## src/rtl/parking_gate_arbiter.sv

```systemverilog
// parking_gate_arbiter: round-robin arbiter sharing one Parking event port among gate lanes
module parking_gate_arbiter #(
   parameter int NUM_LANES   = 4,
   parameter int OPEN_CYCLES = 3
) (
   input  logic                 clk,
   input  logic                 rst,
   input  logic [NUM_LANES-1:0] lane_req,
   input  logic [NUM_LANES-1:0] lane_is_exit,
   input  logic [NUM_LANES-1:0] lane_is_uni,
   input  logic                 uni_is_vacated_space,
   input  logic                 is_vacated_space,
   output logic                 car_entered,
   output logic                 is_uni_car_entered,
   output logic                 car_exited,
   output logic                 is_uni_car_exited,
   output logic [NUM_LANES-1:0] lane_grant,
   output logic [NUM_LANES-1:0] lane_reject,
   output logic [NUM_LANES-1:0] barrier_open,
   output logic                 busy
);
   localparam int IW = $clog2(NUM_LANES);
   typedef enum logic [1:0] {IDLE, ISSUE, OPEN, REJECT} state_e;
   state_e state_q, state_d;
   logic [IW-1:0] rr_q, rr_d, sel_q, sel_d, w, idx, nxt;
   logic [NUM_LANES-1:0] done_q, done_d, elig, sel_mask;
   logic [3:0] cnt_q, cnt_d;
   logic exit_q, exit_d, uni_q, uni_d, found, flag;
   assign elig = lane_req & ~done_q;
   // Descending scan so the lane closest to rr_q wins.
   always_comb begin
      w = '0;
      found = 1'b0;
      idx = '0;
      for (int k = NUM_LANES - 1; k >= 0; k--) begin
         idx = IW'((int'(rr_q) + k) % NUM_LANES);
         if (elig[idx]) begin
            w = idx;
            found = 1'b1;
         end
      end
   end
   assign flag     = lane_is_uni[w] ? uni_is_vacated_space : is_vacated_space;
   assign nxt      = (sel_q == IW'(NUM_LANES - 1)) ? '0 : sel_q + 1'b1;
   assign sel_mask = NUM_LANES'(1) << sel_q;
   always_comb begin
      state_d = state_q;
      rr_d = rr_q;
      sel_d = sel_q;
      exit_d = exit_q;
      uni_d = uni_q;
      cnt_d = cnt_q;
      case (state_q)
         IDLE: if (found) begin
            sel_d = w;
            exit_d = lane_is_exit[w];
            uni_d = lane_is_uni[w];
            state_d = (lane_is_exit[w] || flag) ? ISSUE : REJECT;
         end
         ISSUE: begin
            cnt_d = 4'(OPEN_CYCLES - 1);
            rr_d = nxt;
            state_d = (OPEN_CYCLES == 1) ? IDLE : OPEN;
         end
         OPEN: begin
            cnt_d = cnt_q - 1'b1;
            state_d = (cnt_q == 4'd1) ? IDLE : OPEN;
         end
         REJECT: begin
            rr_d = nxt;
            state_d = IDLE;
         end
         default: state_d = IDLE;
      endcase
   end
   assign lane_grant         = (state_q == ISSUE) ? sel_mask : '0;
   assign lane_reject        = (state_q == REJECT) ? sel_mask : '0;
   assign barrier_open       = (state_q == ISSUE || state_q == OPEN) ? sel_mask : '0;
   assign car_entered        = (state_q == ISSUE) && !exit_q;
   assign is_uni_car_entered = car_entered && uni_q;
   assign car_exited         = (state_q == ISSUE) && exit_q;
   assign is_uni_car_exited  = car_exited && uni_q;
   assign busy               = state_q != IDLE;
   // A served lane stays masked until it has been seen with req low.
   assign done_d = (done_q | lane_grant | lane_reject) & lane_req;
   always_ff @(posedge clk) begin
      if (rst) begin
         state_q <= IDLE;
         rr_q <= '0;
         sel_q <= '0;
         done_q <= '0;
         cnt_q <= '0;
         exit_q <= 1'b0;
         uni_q <= 1'b0;
      end else begin
         state_q <= state_d;
         rr_q <= rr_d;
         sel_q <= sel_d;
         done_q <= done_d;
         cnt_q <= cnt_d;
         exit_q <= exit_d;
         uni_q <= uni_d;
      end
   end
endmodule

```

## config.mk

```make
export PLATFORM = sky130hd
export DESIGN_NAME = parking_gate_arbiter
export DESIGN_NICKNAME = d
export VERILOG_FILES = /design/src/rtl/parking_gate_arbiter.sv
export SDC_FILE = /design/constraint.sdc
export NUM_CORES = 1
export LEC_CHECK = 0
export BUFFER_PORTS_ARGS = -buffer_cell sky130_fd_sc_hd__clkbuf_2
export CORE_ASPECT_RATIO = 1.5
export CORE_MARGIN = 3
export CORE_UTILIZATION = 45
export CTS_BUF_LIST = sky130_fd_sc_hd__clkbuf_4
export CTS_CLUSTER_SIZE = 8
export DETAILED_ROUTE_END_ITERATION = 8
export PLACE_DENSITY = 0.71
export SYNTH_ARGS = -nofsm -noshare
export SYNTH_HDL_FRONTEND = slang
export SYNTH_SLANG_ARGS = --single-unit
```

## constraint.sdc

```tcl
create_clock -name clk -period 4.3 [get_ports clk]
set_input_delay 0.43 -clock clk [delete_from_list [all_inputs] [get_ports clk]]
set_output_delay 0.43 -clock clk [all_outputs]
set_load 0.05 [all_outputs]
```

; Yosys cells after proc, flatten, opt, wreduce, memory -nomap -nowiden
; Cells that the tools add are included.
[classes]
shift = 1
n_lt_le_gt_ge = 5
n_addsub = 5
bitwise = 5
n_reduce_logical = 12
eq_ne = 6
muxes = 30
[op_table]
columns = operator, count
row1 = $mux 2, 8
row2 = $lt 2x3->1 const B, 5
row3 = $bmux 1 s2, 6
row4 = $mux 4, 3
row5 = $mux 1, 11
row6 = $and 4x4->4, 2
row7 = $or 4x4->4, 2
row8 = $pmux 2 s4, 1
row9 = $pmux 4 s2, 1
row10 = $eq 2x2->1 const B, 3
row11 = $add 2x1->2 const B, 2
row12 = $add 2x2->2 const B, 2
row13 = $eq 4x1->1 const B, 1
row14 = $logic_and 1x1->1, 4
row15 = $not 4->4, 1
row16 = $reduce_bool 2->1, 2
row17 = $shl 1x2->4 const A, 1
row18 = $sub 4x1->4 const B, 1
row19 = $eq 2x1->1 const B, 1
row20 = $logic_not 2->1, 1
row21 = $logic_or 1x1->1, 2
row22 = $ne 2x2->1 const B, 1
row23 = $reduce_and 2->1, 1
row24 = $reduce_or 2->1, 1
row25 = $logic_not 1->1, 1
[totals]
regBits = 16
elab_cells = 71
inputBits = 16
output_inout_bits = 17

; Depth between registers and ports, before layout
; Gate-level depths: netlist (run 1).
[logic_depth]
word_depth = 15
mapped_depth = 7

; Worst setup path before layout (run 1)
; OpenSTA, ideal clock, no wires.
[synth_path]
kind = register -> output
from = reg state_q[1]
to = out is_uni_car_entered
required_time_ps = 3870
arrival_ps = 1953
path_stages_with_launch = 5
slack_ps = 1917
path_buffers = 0
cell_sequence = dfxtp_1 > inv_1 > ha_1 > nor2b_1 > and2_1
[synth_via]
elab_chain_len = 3
[synth_rtl]
columns = element, line
row1 = "start, declared", 24  ; state_e state_q, state_d;
row2 = "start signal, assigned", 96  ; state_q <= state_d;
row3 = $eq 2x1->1, 79  ; assign car_entered = (state_q == ISSUE) && !exit_q;
row4 = $logic_and 1x1->1, 79
row5 = named net car_entered, 13  ; output logic car_entered,
row6 = $logic_and 1x1->1, 80  ; assign is_uni_car_entered = car_entered && uni_q;
row7 = "end, declared", 14  ; output logic is_uni_car_entered,
; The timed path passes the listed nets, and every way through them passes these cells.

; Final worst setup path (run 1)
[layout_path]
from = reg state_q[1]
to = out barrier_open[1]
[layout_via]
elab_chain_len = 3
word_cells_on_any_way = 4
[layout_rtl]
columns = element, line
row1 = $eq 2x1->1 or $eq 2x2->1 (tied branches), 78  ; assign barrier_open = (state_q == ISSUE || state_q == OPEN) ? sel_mask : '0;
row2 = $logic_or 1x1->1 *, 78
row3 = $mux 4 *, 78
row4 = "end, declared", 19  ; output logic [NUM_LANES-1:0] barrier_open,
; Mark *: on every way between the ends. The rest lies on a longest branch, timed or not.

==> results.py, run 1 <==
metrics = {
    "status": {
        "run_status": "finished clean",
    },
    "die": {
        "num_rows": 21,
        "dieArea_um2": 3180,
        "dieHeight_um": 67.5,
        "ios": 33,
        "start_util_pct": 49.1,
        "coreArea_um2": 2310,
        "die_x_um": 47.0,
    },
    "worst_setup_path": {
        "crit_chain": "inv_1 -> ha_1 -> and2_1 -> clkbuf_2",
        "worst-r2r-setup-slack_ns": 2.25,
        "worst-path-buf-inv": 2,
        "required_ns": 3.87,
        "end_kind": "output pin",
        "slowest_delay_ns": 0.46,
        "cp_data_arrival_time_ns": 1.70,
        "path_class": "reg2out",
        "r2r_end": "state_q[1]$_SDFFE_PP0P_",
        "crit_slowest_cell": "ha_1",
        "r2r-start": "rr_q[1]$_SDFFE_PP0P_",
        "cp_top_family": "adder cells",
        "crit_fanout": 11,
        "worst_setup_path_start_kind": "register",
        "r2r_cells": 6,
        "cp_num_cells": 4,
    },
    "clock_network": {
        "cts_root_buf": "clkbuf_4",
        "numCtsBuffers": 3,
        "ctsResizeCount": 0,
        "cts_buffer_depth": 2,
        "cts_hold_buf": 0,
        "htreeDepth": 1,
        "clock_sinks": 16,
        "postCtsSetupBuffers": 0,
        "cts_tree": "yes",
        "clkLatencyLatePin_ns": 0.29,
        "clk_pin_slew_ns": 0.09,
    },
    "worst_hold_path": {
        "hold_path_class": "in2reg",
        "worst_hold_startpoint": "lane_req[3]",
        "min_path_cells": 2,
        "holdPathEnd": "done_q[3]$_SDFF_PP0_",
    },
    "detailed_routing": {
        "drtIter0Drc": 29,
        "drt-vias-per-instance": 5.57,
        "antenna_left": 0,
        "dr_total_vias": 1087,
        "wl_per_cell_um": 13.2,
        "first_pass_iters": 4,
        "finalWirelength_um": 2570,
        "drc": 0,
    },
    "timing": {
        "fin_crit_ns": 2.13,
        "clock.fmax_mhz": 469,
        "fin_worst_skew_ns": 0.00303,
        "fin_tns_setup_ns": 0,
        "finalCritPeriodShare_pct": 49.5,
        "slew_violations": 0,
        "rsz0062_at_grt": "no",
        "slew_headroom_pct": 67.5,
        "worstMarginPinSlew_ns": 0.486,
        "setup_viol": 0,
        "hold_violations": 0,
    },
    "logic_synthesis": {
        "synthTopCellsByArea": "dfxtp_1 (28%), ha_1 (12%), and2_1 (7.7%), a21oi_1 (5.7%), nor2_1 (5.6%)",
        "syn_nets": 167,
        "yosysTopAreaCell": "dfxtp_1",
        "ys_types": 34,
        "syn_avg_cell_area_um2": 8.11,
        "syn-cell-area_um2": 1140,
        "synth_top_area_share_pct": 28.2,
        "ys_seq_area_share_pct": 28.2,
        "synth_cells": 140,
        "synth_seq_cells": 16,
        "yosysWarnings": 0,
    },
    "grt": {
        "overflow": 0,
        "grt_pass1_wl_um": 4230,
        "grt.total_usage_pct": 18.2,
        "grt_max_degree": 15,
        "first_global_vias": 973,
        "antenna_found_initial": 0,
    },
    "cells_and_area": {
        "fillers": 236,
        "finalInstanceArea_um2": 1340,
        "multi_input_area_um2": 767,
        "mostFrequentLayoutCells": "clkbuf_2 (32), nor2_1 (17), dfxtp_1 (16), and2_1 (14), a21oi_1 (13)",
        "fin_nets": 201,
        "register_area_um2": 320,
        "drive_above_1_share_pct": 22.7,
        "antenna_cells": 0,
        "area_delta_synth_final_pct": 17.6,
        "final_common_cell": "clkbuf_2",
    },
    "placement": {
        "gp_congestion": 0.787,
        "hpwl_um": 2110,
        "portBuffers": 32,
        "placed_area_um2": 1310,
    },
    "job": {
        "maxCapViolCount": 0,
    },
    "power_and_ir_drop": {
        "power_leakage_uw": 0.000656,
        "pwr_density_cell_nw_per_um2": 450,
        "vdd_drop_max_mv": 0.249,
    },
}
cells in the mapped netlist:
cell,n
nor4bb_1,1
nor3b_1,5
and3_1,2
mux2_4,1
a211oi_1,1
nor2_1,17
and4_1,1
mux2i_1,2
nand3_1,3
dfxtp_1,16
a2bb2oi_1,1
and2_1,14
clkbuf_1,3
and3b_1,1
nand2b_1,6
nor4b_2,1
nor3_1,2
a21oi_1,13
or3b_1,2
o21ai_0,2
o31ai_1,1
a211o_1,1
a311oi_1,1
nand2_1,10
o311ai_2,1
ha_1,11
inv_1,10
nor2b_1,2
o2111ai_1,1
a32oi_1,1
o32ai_2,1
o311a_1,4
a21boi_1,1
or3_1,1
registers in the layout, summed over array words and instances (netlist names):
signal and count:
cnt_q 4, uni_q 1, exit_q 1, state_q 2, done_q 4, rr_q 2
sel_q 2
report_power, final:
group / internal (µW) / total, µW / leakage [µW] / switching [µW]
logic: 111 / 323 / 0.000512 / 212
registers: 174 / 198 / 0.000131 / 23.9
clock network: 32.6 / 81.0 / 0.0000138 / 48.4
area by class of cell:
type,instances,area share (%)
Timing Repair Buffer,32,12.0
Sequential cell,16,24.0
Tap cell,23,2.15
Clock buffer,3,1.69
Inverter,10,2.81
Multi-Input combinational cell,111,57.4
metrics by stage:
stage                     cells  total power (µW)  hold WS [ns]  utilization [%]  setup WS [ns]
final                       195               602         0.390             57.8           2.17
after global routing        195               645         0.399             57.8           2.01
after CTS                   195               609         0.385             57.8           2.13
after detailed placement    192               527         0.483             56.8           2.10
after global placement      192               520         0.472             56.8           2.15
after floorplan             140               456         0.454                -           1.92
how the worst max path moves through the flow:
stage                                        from                      end  slack, ns
after floorplan           state_q[1]$_SDFFE_PP0P_       is_uni_car_entered       1.92
after global placement                lane_req[2]  state_q[1]$_SDFFE_PP0P_       2.15
after detailed placement              lane_req[0]  state_q[1]$_SDFFE_PP0P_       2.10
after CTS                 state_q[1]$_SDFFE_PP0P_       is_uni_car_entered       2.13
after global routing      state_q[1]$_SDFFE_PP0P_       is_uni_car_entered       2.01
final                     state_q[1]$_SDFFE_PP0P_          barrier_open[1]       2.17
cell families after synthesis:
family,Yosys count,synth area share (%)
buf+inv,13,4.30
fa+ha+maj,11,12.1
simple gates,68,33.5
compound gates,29,18.8
flops,16,28.2
mux,3,3.08
metal layers:
metal  vias up  share of wire [%]  track usage (%)
met5         -                  0                0
met4         0                1.5             8.30
met3         4                3.8             1.60
met2        25                 52             32.5
met1       501                 43             20.9
li1        557                  -                -
(Power assumes the default switching activity.)
==> run 2: changes to the inputs <==
==> constraint.sdc (replaced) <==
create_clock -name clk -period 2.08 [get_ports clk]
set_input_delay 0.208 -clock clk [delete_from_list [all_inputs] [get_ports clk]]
set_output_delay 0.208 -clock clk [all_outputs]
set_load 0.05 [all_outputs]
==> run 2 against run 1 <==
Against the previous run:
- sequential share of layout area is 0.64 points lower
- clock skew is 0.00056 ns lower
- power increased by 120%
- critical endpoint is now state_q[1]$_SDFFE_PP0P_
- combinational power is 120% higher
- global-route usage increased by 0.29 points
- count of clock-buffer cells in the layout did not move
- setup slack got worse by 2.1 ns
==> results.py, run 2 (same netlist as run 1, synthesis figures left out) <==
metrics = {
    "status": {
        "run_status": "finished clean",
    },
    "placement": {
        "placed_area_um2": 1320,
        "gp_congestion": 0.739,
        "dpl_worst_slack_ns": 0.0552,
        "hpwl_um": 2200,
        "portBuffers": 32,
    },
    "power_and_ir_drop": {
        "pwr-share-seq_pct": 32.1,
        "swShare_pct": 47.6,
        "power_leakage_uw": 0.000677,
        "power_frac_clock_pct": 13.2,
        "pwr_density_cell_nw_per_um2": 940,
        "pwr-share-comb_pct": 54.8,
        "p_switching_uw": 619,
        "internal_power_uw": 682,
        "vdd_drop_max_mv": 0.416,
    },
    "worst_setup_path": {
        "crit_fanout": 4,
        "cp-startpoint": "rr_q[0]$_SDFFE_PP0P_",
        "end_kind": "register",
        "worst_setup_path_start_kind": "register",
        "cp_data_arrival_time_ns": 2.19,
        "path_class": "reg2reg",
        "r2r-start": "rr_q[0]$_SDFFE_PP0P_",
        "required_ns": 2.29,
    },
    "detailed_routing": {
        "drc": 0,
        "dr_wl_met3_um": 136,
        "finalWirelength_um": 2790,
        "drt-vias-per-instance": 5.56,
        "drt-met1-wl_um": 1070,
        "drtIter0Drc": 19,
        "met2_length_um": 1530,
        "wl_per_cell_um": 14.2,
        "first_pass_iters": 6,
        "dr_total_vias": 1095,
        "top_layer_used": "met4",
        "antenna_left": 0,
    },
    "timing": {
        "clock.fmax_mhz": 506,
        "finalCritPeriodShare_pct": 94.9,
        "worstMarginPinSlew_ns": 0.364,
        "slew_headroom_pct": 75.7,
        "finalWorstSetupSlack_ns": 0.105,
        "fin_tns_setup_ns": 0,
        "setup_viol": 0,
        "slew_violations": 0,
        "rsz0062_at_grt": "no",
        "fin_crit_ns": 1.97,
        "hold_violations": 0,
        "fin_worst_skew_ns": 0.00247,
    },
    "grt": {
        "grt_pass1_wl_um": 4260,
        "grt_max_degree": 15,
        "antenna_found_initial": 0,
        "grt.total_usage_pct": 18.5,
        "overflow": 0,
        "first_global_vias": 1032,
    },
    "cells_and_area": {
        "fin_nets": 202,
        "antenna_cells": 0,
        "area_delta_synth_final_pct": 21.8,
        "finalInstanceArea_um2": 1380,
        "drive_above_1_share_pct": 27.0,
        "mostFrequentLayoutCells": "clkbuf_2 (32), nor2_1 (17), and2_1 (14), dfxtp_1 (14), a21oi_1 (13)",
        "fin_util_pct": 59.8,
        "fillers": 215,
        "largestRegisters": "cnt_q (4), done_q (4)",
        "final_common_cell": "clkbuf_2",
    },
    "die": {
        "coreArea_um2": 2310,
        "start_util_pct": 49.1,
        "num_rows": 21,
        "ios": 33,
        "die_x_um": 47.0,
        "dieArea_um2": 3180,
        "dieHeight_um": 67.5,
    },
    "clock_network": {
        "htreeDepth": 1,
        "clock_sinks": 16,
        "cts_tree": "yes",
        "cts_root_buf": "clkbuf_4",
        "numCtsBuffers": 3,
        "clk_pin_slew_ns": 0.09,
        "cts_buffer_depth": 2,
        "clkLatencyLatePin_ns": 0.29,
    },
    "worst_hold_path": {
        "hold_path_class": "in2reg",
        "worst_hold_startpoint": "lane_req[3]",
    },
    "job": {
        "maxCapViolCount": 0,
    },
}
## run 2: cell count changes in the layout (fill, tap and decap cells not counted), sizes merged
cell | previous run | this run
buf | 0 | 1
clkinv | 0 | 1
## run 2: what timing repair did
action / CTS / global route
setup buffers: 0 / 1
setup endpoints to repair: 0 / 1
endpoints found under the hold margin: 0 / 0
hold buffers: 0 / 0
gates resized for setup: 0 / 8
## run 2: layout make-up
type / count / area, µm² / share of cell area [%]
clock buffers: 3 / 22.5 / 1.63
clock inverters: 1 / 3.75 / 0.271
inverters: 10 / 37.5 / 2.71
multi-input cells: 111 / 801 / 57.9
flip-flops and latches: 16 / 323 / 23.3
well taps: 23 / 28.8 / 2.08
repair buffers: 33 / 168 / 12.1
## run 2: stage by stage
stage,hold slack [ns],instances,power (µW)
after floorplan,0.284,140,945
after global placement,0.475,192,1080
after detailed placement,0.482,192,1100
after CTS,0.161,196,1280
after global routing,0.156,197,1400
final,0.167,197,1300
## run 2: final timing paths
path                             end  slack, ns  cells after the start
max          state_q[1]$_SDFFE_PP0P_       0.11                      6
min             done_q[3]$_SDFF_PP0_       0.17                      2
max reg2reg  state_q[1]$_SDFFE_PP0P_       0.11                      6
min reg2reg    cnt_q[1]$_SDFFE_PP0P_       0.51                      2
## run 2: worst max-delay path, cell delays in order (launching register included)
cell and delay, ns:
dfxtp_1 0.37, or3b_1 0.43, o311a_1 0.19, o2111ai_2 0.22, a2bb2oi_2 0.19, mux2_4 0.32, o32ai_2 0.18
## run 2: power by group through the flow
stage,Combinational (µW),Clock (µW),Sequential (µW)
after floorplan,542,0,403
after global placement,668,0,411
after detailed placement,686,0,417
after CTS,688,179,410
after global routing,784,191,426
final,712,171,417
## run 2: per-layer routing
layer | GRT usage [%] | vias up
met2 | 36.1 | 37
met3 | 2.40 | 5
li1 | - | 559
met4 | 9.34 | 0
met5 | 0 | -
met1 | 17.4 | 494
==> run 3: changes to the inputs <==
--- a/config.mk
+++ b/config.mk
@@ -5,6 +5,7 @@
 export SDC_FILE = /design/constraint.sdc
 export NUM_CORES = 1
 export LEC_CHECK = 0
+export ABC_AREA = 1
 export BUFFER_PORTS_ARGS = -buffer_cell sky130_fd_sc_hd__clkbuf_2
 export CORE_ASPECT_RATIO = 1.5
 export CORE_MARGIN = 3
@@ -12,7 +13,7 @@
 export CTS_BUF_LIST = sky130_fd_sc_hd__clkbuf_4
 export CTS_CLUSTER_SIZE = 8
 export DETAILED_ROUTE_END_ITERATION = 8
-export PLACE_DENSITY = 0.71
+export PLACE_DENSITY = 0.69
 export SYNTH_ARGS = -nofsm -noshare
 export SYNTH_HDL_FRONTEND = slang
 export SYNTH_SLANG_ARGS = --single-unit
==> constraint.sdc (replaced) <==
create_clock -name clk -period 2.08 [get_ports clk]
set_input_delay 0.208 -clock clk [delete_from_list [all_inputs] [get_ports clk]]
set_output_delay 0.208 -clock clk [all_outputs]
set_load 0.1 [all_outputs]
==> run 3 against run 2 <==
Against the previous run:
- wire length rose by 5.8%
- non-clock buffer count rose by 1
- synthesized cell count up 46%
- register-to-register slack gained 0.10 ns
- die area grew 14%
- fmax increased by 1.2%
- cell count rose by 40%
- critical path type is now reg2out
- critical endpoint is now car_entered
- largest cell class unchanged
==> results.py, run 3 <==
metrics = {
    "job": {
        "maxCapViolCount": 0,
    },
    "grt": {
        "grt_max_degree": 12,
        "antenna_found_initial": 0,
        "overflow": 0,
        "grt.total_usage_pct": 17.9,
        "grt_pass1_wl_um": 5130,
        "first_global_vias": 1235,
    },
    "logic_synthesis": {
        "synth_top_area_share_pct": 24.5,
        "syn_nets": 231,
        "synth_seq_cells": 16,
        "syn_avg_cell_area_um2": 6.42,
        "ys_seq_area_share_pct": 24.5,
        "ys_types": 26,
        "yosysWarnings": 0,
        "syn-cell-area_um2": 1310,
        "yosysMostFrequentCell": "inv_1",
        "yosysTopAreaCell": "dfxtp_1",
        "synthArstFlopShare_pct": 0,
        "synth_cells": 204,
        "synth_edf_count": 0,
        "synthTopCellsByArea": "dfxtp_1 (24%), inv_1 (14%), nand2_1 (13%), ha_1 (11%), nand3_1 (8.4%)",
        "synthTopCellsByCount": "inv_1 (49), nand2_1 (44), nand3_1 (22)",
        "ys.flop_type": "dfxtp_1",
    },
    "timing": {
        "slew_violations": 0,
        "rsz0062_at_grt": "no",
        "fin_tns_setup_ns": 0,
        "fin_crit_ns": 1.95,
        "clock.fmax_mhz": 513,
        "worstMarginPinSlew_ns": 0.541,
        "slew_headroom_pct": 64.1,
        "setup_viol": 0,
        "finalCritPeriodShare_pct": 93.8,
        "hold_violations": 0,
        "worst_hold_slack_ns": 0.142,
        "fin_worst_skew_ns": 0.00842,
    },
    "clock_network": {
        "clkLatencyLatePin_ns": 0.29,
        "postCtsSetupBuffers": 0,
        "ctsResizeCount": 0,
        "cts_tree": "yes",
        "numCtsBuffers": 3,
        "htreeDepth": 1,
        "clock_sinks": 16,
        "cts_hold_buf": 0,
        "cts_buffer_depth": 2,
        "cts_root_buf": "clkbuf_4",
        "clk_pin_slew_ns": 0.09,
    },
    "die": {
        "dieHeight_um": 72.1,
        "ios": 33,
        "num_rows": 23,
        "die_x_um": 50.1,
        "coreArea_um2": 2730,
        "dieArea_um2": 3610,
        "start_util_pct": 47.9,
    },
    "cells_and_area": {
        "antenna_cells": 0,
        "fin_util_pct": 57.4,
        "register_area_um2": 320,
        "area_delta_synth_final_pct": 19.9,
        "final_common_cell": "inv_1",
        "fin_nets": 267,
        "mostFrequentLayoutCells": "inv_1 (49), nand2_1 (44), clkbuf_2 (26), nand3_1 (22), dfxtp_1 (16)",
        "multi_input_area_um2": 785,
        "largestRegisters": "cnt_q (4), done_q (4)",
        "finalInstanceArea_um2": 1570,
        "drive_above_1_share_pct": 23.1,
        "fillers": 279,
    },
    "worst_setup_path": {
        "cp_data_arrival_time_ns": 1.74,
        "required_ns": 1.87,
        "r2r-start": "rr_q[0]$_SDFFE_PP0P_",
        "path_class": "reg2out",
        "crit_fanout": 7,
        "worst_setup_path_start_kind": "register",
        "cp-startpoint": "state_q[1]$_SDFFE_PP0P_",
        "end_kind": "output pin",
    },
    "detailed_routing": {
        "drc": 0,
        "antenna_left": 0,
        "dr_total_vias": 1315,
        "drt-vias-per-instance": 4.78,
        "drtIter0Drc": 27,
        "first_pass_iters": 4,
        "wl_per_cell_um": 10.7,
        "finalWirelength_um": 2950,
    },
    "placement": {
        "hpwl_um": 2470,
        "gp_congestion": 0.818,
        "placed_area_um2": 1550,
        "portBuffers": 32,
    },
    "status": {
        "run_status": "finished clean",
    },
    "worst_hold_path": {
        "worst_hold_startpoint": "rst",
        "hold_path_class": "in2reg",
    },
}
run 3: metal layers:
layer,GRT usage [%],vias to the layer above,wire [µm],part of all wire (%)
li1,-,702,-,-
met1,21.5,577,1240,42
met2,32.4,32,1530,52
met3,1.85,4,135,4.6
met4,6.46,0,46,1.6
met5,0,-,0,0
run 3: worst max-delay path: stages (launching register included):
cell and delay (ns):
dfxtp_1 0.34, inv_1 0.12, ha_1 0.31, inv_1 0.13
nor2_2 0.09, clkbuf_2 0.45
run 3: cell families (layout without fill, tap and decap cells):
| group | after synthesis | after routing | share of synthesized area (%) |
|---|---|---|---|
| AOI/OAI and AO/OA | 26 | 26 | 13.1 |
| DFF | 16 | 16 | 24.5 |
| and+or+nand+nor | 95 | 95 | 33.6 |
| buffers and inverters | 54 | 88 | 16.4 |
| xor gates and xnor gates | 2 | 2 | 1.91 |
| adders and majority gates | 11 | 11 | 10.5 |
run 3: path summary, 6_finish.rpt:
check	end	slack, ns	cells after the start
setup reg to reg	state_q[1]$_SDFFE_PP0P_	0.21	14
hold / removal	state_q[1]$_SDFFE_PP0P_	0.14	2
setup / recovery	car_entered	0.13	5
hold reg to reg	cnt_q[1]$_SDFFE_PP0P_	0.51	2
run 3: cell type report:
cell class / instances / area share (%)
Clock buffer: 3 / 1.43
Inverter: 51 / 12.5
Multi-Input combinational cell: 134 / 50.0
Sequential cell: 16 / 20.4
Tap cell: 37 / 2.95
Timing Repair Buffer: 34 / 12.7
run 3: through the flow:
step | setup WS [ns] | std cells
2_1_floorplan | -0.0475 | 204
3_3_place_gp | 0.318 | 272
3_5_place_dp | 0.284 | 272
4_1_cts | 0.113 | 275
5_1_grt | 0.00470 | 275
6_report | 0.129 | 275
Power of run 3 is not shown: default switching activity piles up to over one toggle a cycle in this logic, so the estimate is an artifact.
